--- config.mk ---
export PLATFORM = sky130hd
export DESIGN_NAME = fetch_queue
export DESIGN_NICKNAME = d
export VERILOG_FILES = /design/src/rtl/fetch_queue.sv
export SDC_FILE = /design/constraint.sdc
export NUM_CORES = 1
export LEC_CHECK = 0
export ABC_AREA = 1
export BUFFER_PORTS_ARGS = -buffer_cell sky130_fd_sc_hd__buf_2
export CORE_UTILIZATION = 58
export CTS_CLUSTER_SIZE = 30
export DETAILED_ROUTE_END_ITERATION = 8
export PLACE_DENSITY_LB_ADDON = 0.3
export SLEW_MARGIN = 20
export SYNTH_ARGS = -nofsm -noshare
export SYNTH_HDL_FRONTEND = slang
export SYNTH_SLANG_ARGS = --single-unit
export TNS_END_PERCENT = 20
--- constraint.sdc ---
create_clock -name clk -period 5.7 [get_ports clk]
set_clock_uncertainty 0.2 [all_clocks]
set_input_delay 0.285 -clock clk [delete_from_list [all_inputs] [get_ports clk]]
set_output_delay 0.285 -clock clk [all_outputs]
set_load 0.02 [all_outputs]
--- src/rtl/fetch_queue.sv ---
// Instruction-fetch front end: owns the fetch PC, issues single-cycle-latency
// reads to instruction memory and buffers {pc, instr} pairs for decode.
module fetch_queue #(
  parameter int unsigned      WIDTH    = 32,
  parameter int unsigned      DEPTH    = 4,
  parameter int unsigned      ADDR_W   = 11,
  parameter logic [WIDTH-1:0] RESET_PC = '0
) (
  input  logic                       clk,
  input  logic                       rst,
  output logic                       MEM_REQ,
  output logic [ADDR_W-1:0]          MEM_ADR,
  input  logic [WIDTH-1:0]           MEM_RDATA,
  input  logic                       REDIRECT,
  input  logic [WIDTH-1:0]           REDIRECT_PC,
  input  logic                       READY_IN,
  output logic                       VALID_OUT,
  output logic [WIDTH-1:0]           PC_OUT,
  output logic [WIDTH-1:0]           INSTR_OUT,
  output logic [$clog2(DEPTH+1)-1:0] COUNT
);

  localparam int unsigned      CNT_W = $clog2(DEPTH + 1);
  localparam int unsigned      PTR_W = $clog2(DEPTH);
  localparam logic [WIDTH-1:0] NOP   = WIDTH'(32'h0000_0013);

  logic [WIDTH-1:0] fetch_pc_q,  fetch_pc_d;
  logic [WIDTH-1:0] issued_pc_q, issued_pc_d;
  logic             inflight_q,  inflight_d;
  logic [CNT_W-1:0] count_q,     count_d;
  logic [PTR_W-1:0] rd_ptr_q,    rd_ptr_d;
  logic [PTR_W-1:0] wr_ptr_q,    wr_ptr_d;

  logic [WIDTH-1:0] pc_mem_q    [DEPTH];
  logic [WIDTH-1:0] instr_mem_q [DEPTH];

  logic             valid;
  logic             pop;
  logic             push;
  logic             issue;
  logic [CNT_W:0]   credit;

  // Credit counts the in-flight read as occupied so a response always has a slot.
  always_comb begin
    valid  = (count_q != '0);
    pop    = valid & READY_IN & ~REDIRECT;
    push   = inflight_q & ~REDIRECT;
    credit = {1'b0, count_q} + (CNT_W+1)'(inflight_q) - (CNT_W+1)'(pop);
    issue  = rst & ~REDIRECT & (credit < (CNT_W+1)'(DEPTH));
  end

  // NOTE: every variable gets a default at the top of the block so no path
  // leaves one unassigned, which would otherwise infer a latch.
  always_comb begin
    fetch_pc_d  = fetch_pc_q;
    issued_pc_d = fetch_pc_q;
    inflight_d  = issue;
    count_d     = count_q;
    rd_ptr_d    = rd_ptr_q;
    wr_ptr_d    = wr_ptr_q;
    if (REDIRECT) begin
      fetch_pc_d = REDIRECT_PC & ~WIDTH'(3);
      count_d    = '0;
      rd_ptr_d   = '0;
      wr_ptr_d   = '0;
    end else begin
      if (issue) fetch_pc_d = fetch_pc_q + WIDTH'(4);
      if (push)  wr_ptr_d   = wr_ptr_q + PTR_W'(1);
      if (pop)   rd_ptr_d   = rd_ptr_q + PTR_W'(1);
      count_d = count_q + CNT_W'(push) - CNT_W'(pop);
    end
  end

  // NOTE: state registers use non-blocking assignments so every flop samples
  // pre-edge values regardless of process evaluation order.
  always_ff @(posedge clk) begin
    if (!rst) begin
      fetch_pc_q  <= RESET_PC;
      issued_pc_q <= '0;
      inflight_q  <= 1'b0;
      count_q     <= '0;
      rd_ptr_q    <= '0;
      wr_ptr_q    <= '0;
    end else begin
      fetch_pc_q  <= fetch_pc_d;
      issued_pc_q <= issued_pc_d;
      inflight_q  <= inflight_d;
      count_q     <= count_d;
      rd_ptr_q    <= rd_ptr_d;
      wr_ptr_q    <= wr_ptr_d;
    end
  end

  // NOTE: the storage array is deliberately not reset; count_q gates every
  // read, so stale contents can never reach the outputs.
  always_ff @(posedge clk) begin
    if (rst && push) begin
      pc_mem_q[wr_ptr_q]    <= issued_pc_q;
      instr_mem_q[wr_ptr_q] <= MEM_RDATA;
    end
  end

  assign MEM_REQ   = issue;
  assign MEM_ADR   = fetch_pc_q[ADDR_W+1:2];
  assign VALID_OUT = valid;
  assign PC_OUT    = valid ? pc_mem_q[rd_ptr_q]    : '0;
  assign INSTR_OUT = valid ? instr_mem_q[rd_ptr_q] : NOP;
  assign COUNT     = count_q;

endmodule
# Word-level counts from Yosys, hierarchy flattened
# Memories as Yosys holds them, arrays and structs flattened. A register that Yosys moved wholly into a read port is not among the register bits.
# Index checks and enable logic that the tools add are counted.
word_totals:
  reg_bits: 72
  mem_bits_rw: 256
  inputBits: 68
  word_cells: 38
  memories: 2
op_classes:
  add_sub_neg: 7
  n_lt_le_gt_ge: 1
  n_mux: 10
  bitwise_logic: 7
  n_reduce_logical: 4
memory_table:
  columns: ["memory", "words", "word_bits", "rd", "rd_ports_with_merged_regs", "wr", "line", "rtl"]
  rows:
  - ["instr_mem_q", 4, 32, 1, 1, 1, "35", "logic [WIDTH-1:0] instr_mem_q [DEPTH];"]
  - ["pc_mem_q", 4, 32, 1, 1, 1, "34", "logic [WIDTH-1:0] pc_mem_q [DEPTH];"]
ops:
  columns: ["op", "n"]
  rows:
  - ["32-bit two-way mux", 4]
  - ["32-bit by 3-bit adder with 32-bit output (second input constant)", 1]
  - ["2-bit two-way mux", 4]
  - ["1-bit bitwise AND", 5]
  - ["2-bit by 1-bit adder with 2-bit output (second input constant)", 2]
  - ["3-bit by 1-bit adder with 4-bit output", 1]
  - ["4-bit by 3-bit < comparator with 1-bit output (second input constant)", 1]
  - ["4-bit by 1-bit subtractor with 4-bit output", 1]
  - ["3-bit by 1-bit adder with 3-bit output", 1]
  - ["3-bit nonzero test", 1]
  - ["3-bit by 1-bit subtractor with 3-bit output", 1]
  - ["1-bit two-way mux", 2]
  - ["1-bit inverter", 2]
  - ["2-bit nonzero test", 1]
  - ["2-bit OR reduction", 1]
  - ["1-bit logical AND", 1]

# Depth between registers and ports, before layout
depth:
  ltp_word: 8
  mapped_depth: 18
  mapped_depth_nobuf: 16

# Worst setup path before layout
# No wires, ideal clock.
synth_timing:
  path_type: "input-to-reg"
  start: "in REDIRECT"
  end: "mem instr_mem_q[0][0] (enable)"
  setup_time_ns: 0.482
  arrival_ns: 3.412
  required_time_ns: 5.018
  path_slack_ns: 1.606
  stages: 4
  path_cell_list: "buf_6 -> nor2_1 -> nand2_1 -> nor2_1"
synth_via:
  elab_chain_cells: 5
synth_rtl:
  columns: ["element", "line", "rtl"]
  rows:
  - ["start: declaration", "14", "input logic REDIRECT,"]
  - ["1-bit inverter", "47", "push = inflight_q & ~REDIRECT;"]
  - ["1-bit bitwise AND", "47", null]
  - ["1-bit logical AND", "97", "if (rst && push) begin"]
  - ["1-bit two-way mux", "97", null]
  - ["1-bit two-way mux (not written as such)", "99", "instr_mem_q[wr_ptr_q] <= MEM_RDATA;"]
  - ["end: declaration", "35", null]
# No other way between the ends.

# Final worst setup path
layout_timing:
  start: "reg count_q[2], in the netlist COUNT[2]"
  end: "out MEM_REQ"
layout_via:
  elab_chain_cells: 6
layout_rtl:
  columns: ["element", "line", "rtl"]
  rows:
  - ["start: declaration", "30", "logic [CNT_W-1:0] count_q, count_d;"]
  - ["start signal: assignment", "88", "count_q <= count_d;"]
  - ["parallel branches: the longest is 3 deep, another holds 3-bit by 1-bit adder with 4-bit output", null, null]
  - ["4-bit by 1-bit subtractor with 4-bit output *", "48", "credit = {1'b0, count_q} + (CNT_W+1)'(inflight_q) - (CNT_W+1)'(pop);"]
  - ["4-bit by 3-bit < comparator with 1-bit output *", "49", "issue = rst & ~REDIRECT & (credit < (CNT_W+1)'(DEPTH));"]
  - ["1-bit bitwise AND *", "49", null]
  - ["end: declaration", "11", "output logic MEM_REQ,"]
# Mark *: on every way between the ends.

==> results.md <==
* Power Dens Cells at 305 nW/µm²
* Num rows at 55
* Flop2flop setup slack at around 2200 ps
* Final setup TNS at 0 ps
* Gate Count Post-Synth at ~1.3k
* Reg2reg path depth at 15
* Leading post-synthesis cells by cell area: sky130_fd_sc_hd__edfxtp_1 56%, sky130_fd_sc_hd__dfxtp_1 11%, sky130_fd_sc_hd__nor2_1 8.5%
* Tot GR Track Use at 0.237
* Required time reported for the critical path endpoint at roughly 5200 ps
* Clock sink count at roughly 320
* Number of instances resized during post-cts repair at 0
* Share of the synthesized area in the top cell type at 0.558
* Final Routed Wirelength at about 28000 µm
* Adder and majority cell fraction of the synthesized area at 0.00900
* Post-synth top area cell: sky130_fd_sc_hd__edfxtp_1
* Avg WL per Cell at 15.8 µm
* Number of distinct library cell variants in the gate-level netlist after synthesis at 30
* Worst setup timing slack at the placement stage at about 2000 ps
* Die outline height at between 150 and 200 µm
* Share of flip-flops with an asynchronous set or reset after synthesis at 0
* Number of DRC markers after the initial detailed-route iteration at between 700 and 800
* Endpoint class of the critical path: output port
* Mapped Area at ~13000 µm²
* Via count at 9525
* Post-synthesis xor/xnor area fraction at 0.00919
* Starting utilization of the core area at 0.591
* HPWL reported at the end of detailed placement at approximately 16000 µm
* Final Hold Viols at 0
* Synthesis-stage register bit count at roughly 320
* Maximum number of pins on one net before global-route repair at around 110
* Setup repair after global routing missed its margin: false
* Vias in the first global route at 9092
* Static leakage at roughly 6.2 nW
* TritonCTS clock tree: done
* Met3 wire length at about 1700 µm
* Met1 wire length at about 12000 µm
* Global-route congestion overflow total at 0
* Area growth, synth to finish at 18.8%
* Deepest clock path buffer count at 3
* IO Port Bufs at approximately 140
* Clock transition at the registers of the reported paths at ~60 ps
* Number of diodes at 0
* Arrival time at the worst endpoint at between 3000 and 4000 ps
* Post-DRT Antenna Nets at 0
* Clk_lat worst skew at ~550 ps
* DR top layer: met4
* First-pass GRT wire length at approximately 45000 µm
* Max frequency at about 260 MHz
* Synth Area in Compound Gates at 0.0895
* Final-report max-slew violation count at 0
* VDD IR-drop max at roughly 0.00022 V
* CP Class: reg -> out
* Leading cell types by count after synthesis: 302 x sky130_fd_sc_hd__nor2_1, 248 x sky130_fd_sc_hd__edfxtp_1, 220 x sky130_fd_sc_hd__nand2_1
* Top-count cell post-synth: sky130_fd_sc_hd__nor2_1
* Worst slew slack as a fraction of its limit at 0.347
* Final-layout fill cell count at about 1.6k
* DRT Pass-1 Iters at 5
* MaxCap Viol Count at 0
* Post-DR vias/cell at between 5 and 6
* Final WS setup at between 1500 and 2000 ps
* Largest stage delay, worst path at between 600 and 700 ps
* Final Net Count at around 1.6k
* Core Region at between 20000 and 25000 µm²
* Clk Tree Root Cell: sky130_fd_sc_hd__clkbuf_16
* Cell at the slowest stage of the critical path: sky130_fd_sc_hd__buf_4
* Proportion of synthesized area in mux cells at 0
* FF-to-FF Start: COUNT[2]
* Fraction of the yosys area taken by sequential cells at 0.663
* Worst setup startpoint: COUNT[2]
* I/O pin cnt at about 150
* Share of cells above drive strength 1 at 0.166
* Count of flip-flops with a built-in enable after synthesis at around 250
* Run status: finished, final reports clean
* Transition time at the pin with the least slew margin at about 980 ps
* Mean cell area of the mapped netlist at between 10 and 15 µm²
* H-tree Lvls at 1
* Simple logic cell fraction of the synthesized area at 0.181
* Portion of the clock cycle consumed by the worst path in the final layout at 0.676
* Number of buffers inserted during clock tree synthesis at 30
* Post-layout minimum cycle time at around 3900 ps
* End of the critical path: MEM_REQ
* Met2 wire len at approximately 14000 µm
* Chip width at approximately 150 µm
* Final estimated routing congestion in global placement at between 0.8 and 0.9
* Number of setup violations in the final report at 0
* Main synth FF type: sky130_fd_sc_hd__edfxtp_1
* Detailed-route DRC error count at 0
* Critical Path Fanout Max at slightly above 60
* Largest family of logic cells by synthesized area: simple AND/OR/NAND/NOR gates
* Reg-to-Reg End: fetch_pc_q[16]
* Worst hold-check path type: in -> reg
* Die ar. at approximately 24000 µm²
* Cells along the critical path: nor3_2 -> buf_4 -> nor2_1 -> nand2_1 -> ha_1 -> nand2_1 -> inv_1 -> nand3_2 -> nand3_1 -> nor2_1 -> nor2_2 -> nand2_4 -> inv_1 -> buf_2
* Synthesis Warnings at 0
* Kind of launch point of the worst setup path: flip-flop
* Antenna violations before repair at 0
* Critical hold path startpoint: READY_IN
repair_timing:
| item | in CTS | in global routing |
|---|---|---|
| hold endpoints to repair | 164 | 0 |
| setup buffers | 0 | 0 |
| hold buffers | 63 | 0 |
worst max-delay path: cells and delay by family (launching register included):
kind,cells,cell delay (ps)
and+or+nand+nor,9,1320
buffers and inverters,4,930
DFF,1,340
adders and majority gates,1,230
registers in the layout, summed over array words and instances, names as in the netlist, named ones only:
register     count
fetch_pc_q      30
instr_mem_q    128
COUNT            3
rd_ptr_q         2
wr_ptr_q         2
inflight_q       1
issued_pc_q     30
pc_mem_q       120
area by class of cell:
type / instances / area, µm² / share of cell area
clock inverters: 20 / 164 / 0.0103
inverters: 65 / 250 / 0.0158
repair buffers: 216 / 1450 / 0.0914
well taps: 285 / 357 / 0.0225
multi-input cells: 853 / 3890 / 0.246
flip-flops and latches: 318 / 8850 / 0.558
clock buffers: 36 / 890 / 0.0561
metrics by stage:
step / total power [mW] / utilization / cells / hold WS [ps] / instance area [µm²]
after floorplan: 2.75 / - / 1317 / 184 / 13300
final: 4.83 / 0.703 / 1793 / 24.2 / 15900
after global routing: 4.99 / 0.703 / 1793 / 71.8 / 15900
after CTS: 4.86 / 0.702 / 1793 / 9.63 / 15900
after detailed placement: 2.82 / 0.628 / 1674 / 257 / 14200
after global placement: 2.81 / 0.628 / 1674 / 245 / 14200
how the worst min path moves through the flow:
stage,endpoint,cells after the start
2_1_floorplan,instr_mem_q[0][0],0
6_report,rd_ptr_q[0],4
3_3_place_gp,flip-flop,2
3_5_place_dp,pc_mem_q[3][28],0
4_1_cts,rd_ptr_q[0],4
5_1_grt,rd_ptr_q[0],4
per-layer routing:
metal,vias up,GRT usage
met5,-,0
met4,0,0.0629
met3,42,0.0344
met2,303,0.419
met1,4441,0.308
li1,4739,-
cells in the final DEF (no fill, tap or decap), types with 10 or more instances in the layout:
master	count
sky130_fd_sc_hd__inv_1	62
sky130_fd_sc_hd__edfxtp_1	248
sky130_fd_sc_hd__nand2_1	220
sky130_fd_sc_hd__a21oi_2	10
sky130_fd_sc_hd__nand3b_1	11
sky130_fd_sc_hd__a21oi_1	83
sky130_fd_sc_hd__nor2_1	298
sky130_fd_sc_hd__dlygate4sd3_1	63
sky130_fd_sc_hd__o21ai_0	133
sky130_fd_sc_hd__buf_2	143
sky130_fd_sc_hd__xor2_1	10
sky130_fd_sc_hd__clkbuf_16	35
sky130_fd_sc_hd__dfxtp_1	68
sky130_fd_sc_hd__nand2_2	11
sky130_fd_sc_hd__nand3_1	42
logic make-up (layout without fill, tap and decap cells):
group,count (synthesis),after routing
AND/OR/NAND/NOR,599,599
flip-flops,318,318
AO/OA/AOI/OAI,229,229
buffers and inverters,146,337
XOR/XNOR,14,14
adder cells (fa/ha/maj),9,9
other,1,2
power by group:
part	internal [mW]	leakage, nW	switching, mW
registers	2.53	2.84	0.0344
clock network	1.17	0.511	0.857
logic	0.0977	2.85	0.150
Power figures use the tool's default switching activity.
